[src/rtl/payload_ctrl_pkg.sv]
// payload_ctrl_pkg: shared FSM states, default sizing and the result record
// used by payload_engine_ctrl and its result register.
package payload_ctrl_pkg;
  localparam int NUM_ENGINES_DEF = 16;
  localparam int LEN_W_DEF       = 16;
  localparam int MAX_LEN_DEF     = 1518;
  localparam int ENG_LAT_DEF     = 2;
  typedef enum logic [1:0] {IDLE, STREAM, DRAIN, REPORT} state_t;
  // Field widths follow the package defaults; the top's NUM_ENGINES/LEN_W must match them.
  typedef struct packed {
    logic [NUM_ENGINES_DEF-1:0] match;
    logic [LEN_W_DEF-1:0]       len;
    logic                       trunc;
    logic                       abort;
  } res_t;
endpackage

[src/rtl/payload_ctrl_result_reg.sv]
// payload_ctrl_result_reg: captures one packet result and holds it until the
// valid/ready handshake completes.
module payload_ctrl_result_reg
  import payload_ctrl_pkg::*;
(
  input  logic clk,
  input  logic rst_n,
  input  logic cap,
  input  res_t res_in,
  input  logic res_ready,
  output logic res_valid,
  output res_t res,
  output logic done
);
  logic valid_q, valid_d;
  res_t res_q, res_d;
  always_ff @(posedge clk or negedge rst_n)
    if (!rst_n) begin
      valid_q <= 1'b0;
      res_q   <= '0;
    end else begin
      valid_q <= valid_d;
      res_q   <= res_d;
    end
  always_comb begin
    done    = valid_q && res_ready;
    valid_d = cap || (valid_q && !res_ready);
    res_d   = cap ? res_in : res_q;
  end
  assign res_valid = valid_q;
  assign res       = res_q;
endmodule

[src/rtl/payload_engine_ctrl.sv]
// payload_engine_ctrl: streams one packet payload into a regex engine bank, flushes it and
// reports the match vector; define PAYLOAD_CTRL_STATS_EN for packet/hit counters.
module payload_engine_ctrl
  import payload_ctrl_pkg::*;
#(
  parameter int NUM_ENGINES = NUM_ENGINES_DEF,
  parameter int MAX_LEN     = MAX_LEN_DEF,
  parameter int ENG_LAT     = ENG_LAT_DEF,
  parameter int LEN_W       = LEN_W_DEF
) (
  input  logic                   clk,
  input  logic                   rst_n,
  input  logic [7:0]             s_data,
  input  logic                   s_valid,
  input  logic                   s_sop,
  input  logic                   s_eop,
  output logic                   s_ready,
  output logic [7:0]             eng_char,
  output logic                   eng_null,
  output logic                   eng_en,
  output logic                   eng_sod,
  input  logic [NUM_ENGINES-1:0] eng_match,
`ifdef PAYLOAD_CTRL_STATS_EN
  input  logic                   stat_clr,
  output logic [31:0]            stat_pkts,
  output logic [31:0]            stat_hits,
`endif
  output logic                   res_valid,
  input  logic                   res_ready,
  output logic [NUM_ENGINES-1:0] res_match,
  output logic [LEN_W-1:0]       res_len,
  output logic                   res_trunc,
  output logic                   res_abort
);
  localparam int CNT_W = $clog2(ENG_LAT + 2);
  state_t state_q, state_d;
  logic [LEN_W-1:0] len_q, len_d;
  logic [CNT_W-1:0] cnt_q, cnt_d;
  logic [7:0] char_q, char_d;
  logic trunc_q, trunc_d, abort_q, abort_d, en_q, en_d, null_q, null_d;
  logic accept, cap, done;
  res_t res_in, res;
  always_ff @(posedge clk or negedge rst_n)
    if (!rst_n) begin
      state_q <= IDLE;
      len_q   <= '0;
      cnt_q   <= '0;
      char_q  <= '0;
      trunc_q <= 1'b0;
      abort_q <= 1'b0;
      en_q    <= 1'b0;
      null_q  <= 1'b0;
    end else begin
      state_q <= state_d;
      len_q   <= len_d;
      cnt_q   <= cnt_d;
      char_q  <= char_d;
      trunc_q <= trunc_d;
      abort_q <= abort_d;
      en_q    <= en_d;
      null_q  <= null_d;
    end
  // A new sop only enters once the previous packet has been reported and len cleared.
  always_comb begin
    s_ready = (state_q == STREAM) && !(s_valid && s_sop && len_q != '0);
    eng_sod = state_q == IDLE;
    accept  = s_valid && s_ready;
  end
  // DRAIN counts ENG_LAT+1 down to 0: ENG_LAT null strobes, one cycle for the last
  // strobe to be clocked into the engines, then capture.
  always_comb begin
    state_d = state_q;
    len_d   = len_q;
    cnt_d   = cnt_q;
    char_d  = char_q;
    trunc_d = trunc_q;
    abort_d = abort_q;
    en_d    = 1'b0;
    null_d  = 1'b0;
    cap     = 1'b0;
    case (state_q)
      IDLE: state_d = (s_valid && s_sop) ? STREAM : IDLE;
      STREAM:
        if (accept) begin
          char_d  = s_data;
          en_d    = len_q < LEN_W'(MAX_LEN);
          trunc_d = trunc_q || (len_q >= LEN_W'(MAX_LEN));
          len_d   = (&len_q) ? len_q : len_q + LEN_W'(1);
          state_d = s_eop ? DRAIN : STREAM;
          cnt_d   = CNT_W'(ENG_LAT + 1);
        end else if (s_valid && s_sop) begin
          abort_d = 1'b1;
          state_d = DRAIN;
          cnt_d   = CNT_W'(ENG_LAT + 1);
        end
      DRAIN: begin
        en_d    = cnt_q > CNT_W'(1);
        null_d  = cnt_q > CNT_W'(1);
        cnt_d   = (cnt_q != '0) ? cnt_q - CNT_W'(1) : cnt_q;
        cap     = cnt_q == '0;
        state_d = (cnt_q == '0) ? REPORT : DRAIN;
      end
      default:
        if (done) begin
          state_d = IDLE;
          len_d   = '0;
          trunc_d = 1'b0;
          abort_d = 1'b0;
        end
    endcase
  end
  assign res_in = '{match: eng_match, len: len_q, trunc: trunc_q, abort: abort_q};
  payload_ctrl_result_reg u_res (
    .clk       (clk),
    .rst_n     (rst_n),
    .cap       (cap),
    .res_in    (res_in),
    .res_ready (res_ready),
    .res_valid (res_valid),
    .res       (res),
    .done      (done)
  );
  assign eng_char  = char_q;
  assign eng_en    = en_q;
  assign eng_null  = null_q;
  assign res_match = res.match;
  assign res_len   = res.len;
  assign res_trunc = res.trunc;
  assign res_abort = res.abort;
`ifdef PAYLOAD_CTRL_STATS_EN
  logic [31:0] pkts_q, pkts_d, hits_q, hits_d;
  always_ff @(posedge clk or negedge rst_n)
    if (!rst_n) begin
      pkts_q <= '0;
      hits_q <= '0;
    end else begin
      pkts_q <= pkts_d;
      hits_q <= hits_d;
    end
  always_comb begin
    pkts_d = stat_clr ? '0 : pkts_q + 32'(done);
    hits_d = stat_clr ? '0 : hits_q + 32'(done && (|res.match));
  end
  assign stat_pkts = pkts_q;
  assign stat_hits = hits_q;
`endif
endmodule

[config.mk]
export PLATFORM = sky130hd
export DESIGN_NAME = payload_engine_ctrl
export DESIGN_NICKNAME = d
export VERILOG_FILES = /design/src/rtl/payload_ctrl_pkg.sv /design/src/rtl/payload_ctrl_result_reg.sv /design/src/rtl/payload_engine_ctrl.sv
export SDC_FILE = /design/constraint.sdc
export NUM_CORES = 1
export LEC_CHECK = 0
export BUFFER_PORTS_ARGS = -buffer_cell sky130_fd_sc_hd__buf_2
export CAP_MARGIN = 40
export CELL_PAD_IN_SITES_DETAIL_PLACEMENT = 2
export CELL_PAD_IN_SITES_GLOBAL_PLACEMENT = 2
export CORE_MARGIN = 10
export CORE_UTILIZATION = 35
export CTS_BUF_LIST = sky130_fd_sc_hd__clkbuf_8
export DETAILED_ROUTE_END_ITERATION = 7
export GPL_TIMING_DRIVEN = 1
export PLACE_DENSITY_LB_ADDON = 0.12
export SYNTH_ARGS = -nofsm -noshare
export SYNTH_HDL_FRONTEND = slang
export SYNTH_SLANG_ARGS = --single-unit
[constraint.sdc]
create_clock -name clk -period 2.95 [get_ports clk]
set_input_delay 0.1475 -clock clk [delete_from_list [all_inputs] [get_ports clk]]
set_output_delay 0.1475 -clock clk [all_outputs]
set_load 0.01 [all_outputs]
Yosys cells after proc, flatten, opt, wreduce, memory -nomap -nowiden
Cells that the tools add are included.
{"block": "word_totals", "ff_bits": 67, "in_bits": 30, "wordCells": 77}
{"block": "op_classes", "n_addsub": 2, "n_lt_le_gt_ge": 3, "eq_ne": 8, "n_mux": 25, "bitwise": 1, "reduce_logical": 25}
{"cell": "$mux 16", "count": 3}
{"cell": "$pmux 16 s2", "count": 1}
{"cell": "$add 16x1->16 const B", "count": 1}
{"cell": "$ge 16x11->1 const B", "count": 1}
{"cell": "$lt 16x11->1 const B", "count": 1}
{"cell": "$reduce_and 16->1", "count": 1}
{"cell": "$reduce_bool 16->1", "count": 1}
{"cell": "$mux 2", "count": 7}
{"cell": "$mux 1", "count": 9}
{"cell": "$ne 2x2->1 const B", "count": 4}
{"cell": "$reduce_and 4->1", "count": 2}
{"cell": "$logic_and 1x1->1", "count": 6}
{"cell": "$pmux 1 s2", "count": 3}
{"cell": "$pmux 2 s3", "count": 1}
{"cell": "$reduce_and 3->1", "count": 2}
{"cell": "$reduce_bool 2->1", "count": 3}
{"cell": "$logic_not 2->1", "count": 2}
{"cell": "$pmux 2 s2", "count": 1}
{"cell": "$reduce_and 2->1", "count": 2}
{"cell": "$reduce_bool 4->1", "count": 1}
{"cell": "$ne 3x2->1 const B", "count": 1}
{"cell": "$eq 2x1->1 const B", "count": 1}
{"cell": "$eq 2x2->1 const B", "count": 1}
{"cell": "$gt 2x1->1 const B", "count": 1}
{"cell": "other kinds (6)", "count": 8}

Longest topological paths before layout
{"block": "depth", "ltp_word": 7, "mapped_depth": 9, "ltp_nobuf": 7}

Cells and area by module
A second synthesis with hierarchy kept.
{"block": "hier_totals", "hier_cells": 274, "area_unflattened_um2": 3372.0}
{"mod": "payload_engine_ctrl", "n_inst": 1, "cells_each": 198, "area_each_um2": 1915.6, "seq_area_each_um2": 800.8}
{"mod": "payload_ctrl_result_reg", "n_inst": 1, "cells_each": 76, "area_each_um2": 1456.4, "seq_area_each_um2": 875.8}

Worst setup path before layout
Ideal clock, no wire load.
{"block": "synth_timing", "path_kind": "register to register", "startpoint": "reg state_q[1]", "endpoint": "reg len_q[10]", "setup_time_ps": 78, "arrival_ps": 2095, "path_slack_ps": 777, "stages_incl_launch_ff": 10, "path_cell_list": "dfrtp_1 > inv_1 > ha_1 > buf_2 > nand2_1 > or2_2 > nor3_1 > buf_2 > o31ai_1 > a21oi_1"}
{"block": "synth_via", "elab_chain_len": 5}
{"item": "start, declared", "line": "payload_engine_ctrl.sv:36", "rtl": "state_t state_q, state_d;"}
{"item": "start signal, assigned", "line": "payload_engine_ctrl.sv:54", "rtl": "state_q <= state_d;"}
{"item": "$eq 2x1->1", "line": "payload_engine_ctrl.sv:65, payload_engine_ctrl.sv:81"}
{"item": "$logic_and 1x1->1", "line": "payload_engine_ctrl.sv:65", "rtl": "s_ready = (state_q == STREAM) && !(s_valid && s_sop && len_q != '0);"}
{"item": "$logic_and 1x1->1", "line": "payload_engine_ctrl.sv:67", "rtl": "accept = s_valid && s_ready;"}
{"item": "$ne 2x2->1 (no source line)"}
{"item": "$reduce_and 4->1 (no source line)"}
{"item": "end signal, assigned", "line": "payload_engine_ctrl.sv:55", "rtl": "len_q <= len_d;"}
{"item": "end, declared", "line": "payload_engine_ctrl.sv:37", "rtl": "logic [LEN_W-1:0] len_q, len_d;"}
Parallel ways exist; a longest one is shown, timed or not.
A chain may end at the register's enable or synchronous reset.

Final worst setup path
{"block": "layout_timing", "startpoint": "reg state_q[1]", "endpoint": "reg len_q[13]"}
Same word-level chain as after synthesis.

==> results.sh <==
export IMPL_antenna_found_initial=0
export IMPL_fin_skew_ns=0.0113
export IMPL_reg2reg_depth=7
export IMPL_whs_endpoint="u_res.res[25]"
export IMPL_synth_top_area_cell="dfrtp_1"
export IMPL_place_congestion=0.764
export IMPL_synth_top_cell_area_share=0.527
export IMPL_crit_path_end_kind="register"
export IMPL_drt_iter0_drc=70
export IMPL_pwr_density_cell_nw_per_um2=792
export IMPL_p_total_mw=3.08
export IMPL_vias_per_cell=5.46
export IMPL_grt_ovfl_total=0
export IMPL_rows=34
export IMPL_syn_nets=314
export IMPL_clk_latency_ns=0.34
export IMPL_power_frac_comb=0.328
export IMPL_clk_pin_slew_ns=0.08
export IMPL_area_growth_syn_to_layout_pct=22.2
export IMPL_cp_required_ns=3.21
export IMPL_period_share=0.856
export IMPL_drc=0
export IMPL_routedWlPerCell_um=19.0
export IMPL_cp_start_kind="register"
export IMPL_power_leakage_nw=1.83
export IMPL_grt_pass1_vias=2828
export IMPL_cts_buffers_inserted=9
export IMPL_seq_power_share=0.414
export IMPL_rsz0062_at_grt="false"
export IMPL_syn_area_um2=3180
export IMPL_synth_most_common_cell="dfrtp_1"
export IMPL_max_cap_violations=0
export IMPL_finalHoldViolations=0
export IMPL_wl_mm=8.88
export IMPL_via_count=2555
export IMPL_status="finished clean"
export IMPL_timing_slew_headroom=0.482
export IMPL_hpwl_mm=6.46
export IMPL_core_area_um2=8760
export IMPL_instances_no_fill=468
export IMPL_path_class="register to register"
export IMPL_cts_tree="yes"
export IMPL_io_pins=77
export IMPL_ys_ff_latch=67
export IMPL_dp_cells=451
export IMPL_grt_pass1_wl_mm=15.0
export IMPL_async_flop_share=1.00
export IMPL_cts_sinks=67
export IMPL_min_period_ns=2.52
export IMPL_synth_flop_cell="dfrtp_1"
export IMPL_ys_warn_count=0
export IMPL_syn_inst=275
export IMPL_holdCritPathClass="primary input to register"
export IMPL_dieArea_um2=13300
export IMPL_rr_endpoint="len_q[13]"
export IMPL_tns_ns=0
export IMPL_p_sw_frac=0.345
export IMPL_nets=394
export IMPL_r2r_slack_ns=0.43
export IMPL_whs_path_depth=2
export IMPL_synth_distinct_cells=46
export IMPL_cts_buffer_depth=2
export IMPL_antenna_cells=0
export IMPL_netlist_top_cells_count="dfrtp_1 (67), mux2_2 (40), a21oi_1 (18)"
export IMPL_synth_edff_count=0
export IMPL_worst_endpoint_arrival_ns=2.79
export IMPL_crit_fanout=27
export IMPL_cts_htree_levels=3
export IMPL_min_from="eng_match[7]"
export IMPL_tightest_slew_ns=0.769
export IMPL_yosys_top_cells_area="dfrtp_1 (53%), mux2_2 (14%), ha_1 (3.5%), a21oi_1 (2.8%), or4_1 (2.6%)"
export IMPL_final_layout_size_suffix_gt1_frac=0.394
export IMPL_dieWidth_um=115
export IMPL_buffer_ports_inserted=76
export IMPL_setup_viol_count_final=0
export IMPL_ant_nets=0
export IMPL_dr_pass1_iters=4
export IMPL_max_freq_mhz=396
export IMPL_r2r_start="state_q[1]"
export IMPL_ys_seq_area_frac=0.527
export IMPL_fp_dieH_um=115
export IMPL_grt_max_degree=38
export IMPL_p_int_mw=2.02
export IMPL_maxSlewViolCount=0
export IMPL_fillers=941
export IMPL_initial_core_util=0.363
export IMPL_synth_area_per_cell_um2=11.6
export IMPL_irDropWorstVdd_mv=0.438
export IMPL_p_clk_frac=0.258
export IMPL_cts_root_buf="clkbuf_8"
export IMPL_globalRouteTotalUtil=0.140
export IMPL_power_switching_mw=1.06
export IMPL_postPlaceCellArea_um2=3670
export IMPL_fin_area_um2=3890
==> placed cells by master, fill, tap and decap left out, types with 5 or more instances in the layout <==
cell and n:
buf_2 76, dfrtp_1 67, mux2_2 40, a21oi_1 18, nand2_1 15, nand3_1 14, inv_1 12, or4_1 11
o21ai_0 10, o31ai_1 10, clkbuf_8 10, nor2_1 9, ha_1 9, nand4_1 5, buf_4 5
==> timing repair <==
item | in CTS | in global routing
resized for setup | 0 | 0
buffers inserted | 0 | 0
hold buffers | 1 | 0
hold endpoints to repair | 67 | 0
==> routing by layer <==
layer	wire length, um	part of all wire	GRT usage
met2	4700	0.53	0.239
met5	0	0	0
met4	148	0.017	0.0545
met3	349	0.039	0.0339
met1	3680	0.41	0.164
==> power by group through the flow <==
| stage | combinational (mW) | clock (mW) | sequential (mW) |
|---|---|---|---|
| 2_1_floorplan | 0.547 | 0 | 1.36 |
| 4_1_cts | 1.04 | 0.825 | 1.28 |
| 3_5_place_dp | 1.03 | 0 | 1.29 |
| 6_report | 1.01 | 0.795 | 1.28 |
| 3_3_place_gp | 1.00 | 0 | 1.28 |
| 5_1_grt | 1.13 | 0.857 | 1.31 |
==> critical path: stages (launching register included) <==
cell and delay (ns):
dfrtp_1 0.40, inv_1 0.12, ha_1 0.44, nand2_1 0.13
a211o_1 0.31, a31o_4 0.31, or4_1 0.54, a21oi_1 0.17
==> stage by stage <==
step | setup slack [ns] | hold slack (ns) | util
final | 0.425 | 0.0266 | 0.444
after global routing | 0.245 | 0.00891 | 0.444
after CTS | 0.420 | 0.00670 | 0.444
after detailed placement | 0.445 | -0.0591 | 0.419
after global placement | 0.595 | -0.0625 | 0.419
after floorplan | 0.777 | -0.148 | -
==> registers in the layout (all words and copies together), names as in the netlist <==
signal	cells
u_res.res	34
len_q	16
eng_char	8
cnt_q	2
state_q	2
abort_q	1
eng_en	1
eng_null	1
trunc_q	1
u_res.res_valid	1
==> final cells by class <==
type	instances	area, um^2	share of cell area
clock inverters	6	66.3	0.0171
inverters	11	41.3	0.0106
repair buffers	83	448	0.115
flip-flops and latches	67	1680	0.431
well taps	108	135	0.0348
clock buffers	10	138	0.0354
multi-input cells	183	1380	0.356
==> cells by family after synthesis <==
group                    Yosys count  share of synthesized area
AND/OR/NAND/NOR                   76                      0.137
flip-flops                        67                      0.527
AO/OA/AOI/OAI                     58                      0.120
multiplexers                      40                      0.142
buffers and inverters             25                     0.0382
adder cells (fa/ha/maj)            9                     0.0354
==> how the worst max path moves through the flow <==
stage               depth (start not counted)   endpoint       start  slack (ns)
floorplan                                   9  len_q[10]  state_q[1]        0.78
global placement                            7   len_q[5]  state_q[1]        0.59
detailed placement                          7   len_q[4]  state_q[1]        0.45
CTS                                         7   len_q[3]  state_q[1]        0.42
global route                                7   len_q[4]  state_q[1]        0.24
finish                                      7  len_q[13]  state_q[1]        0.43
(Power assumes the default switching activity.)
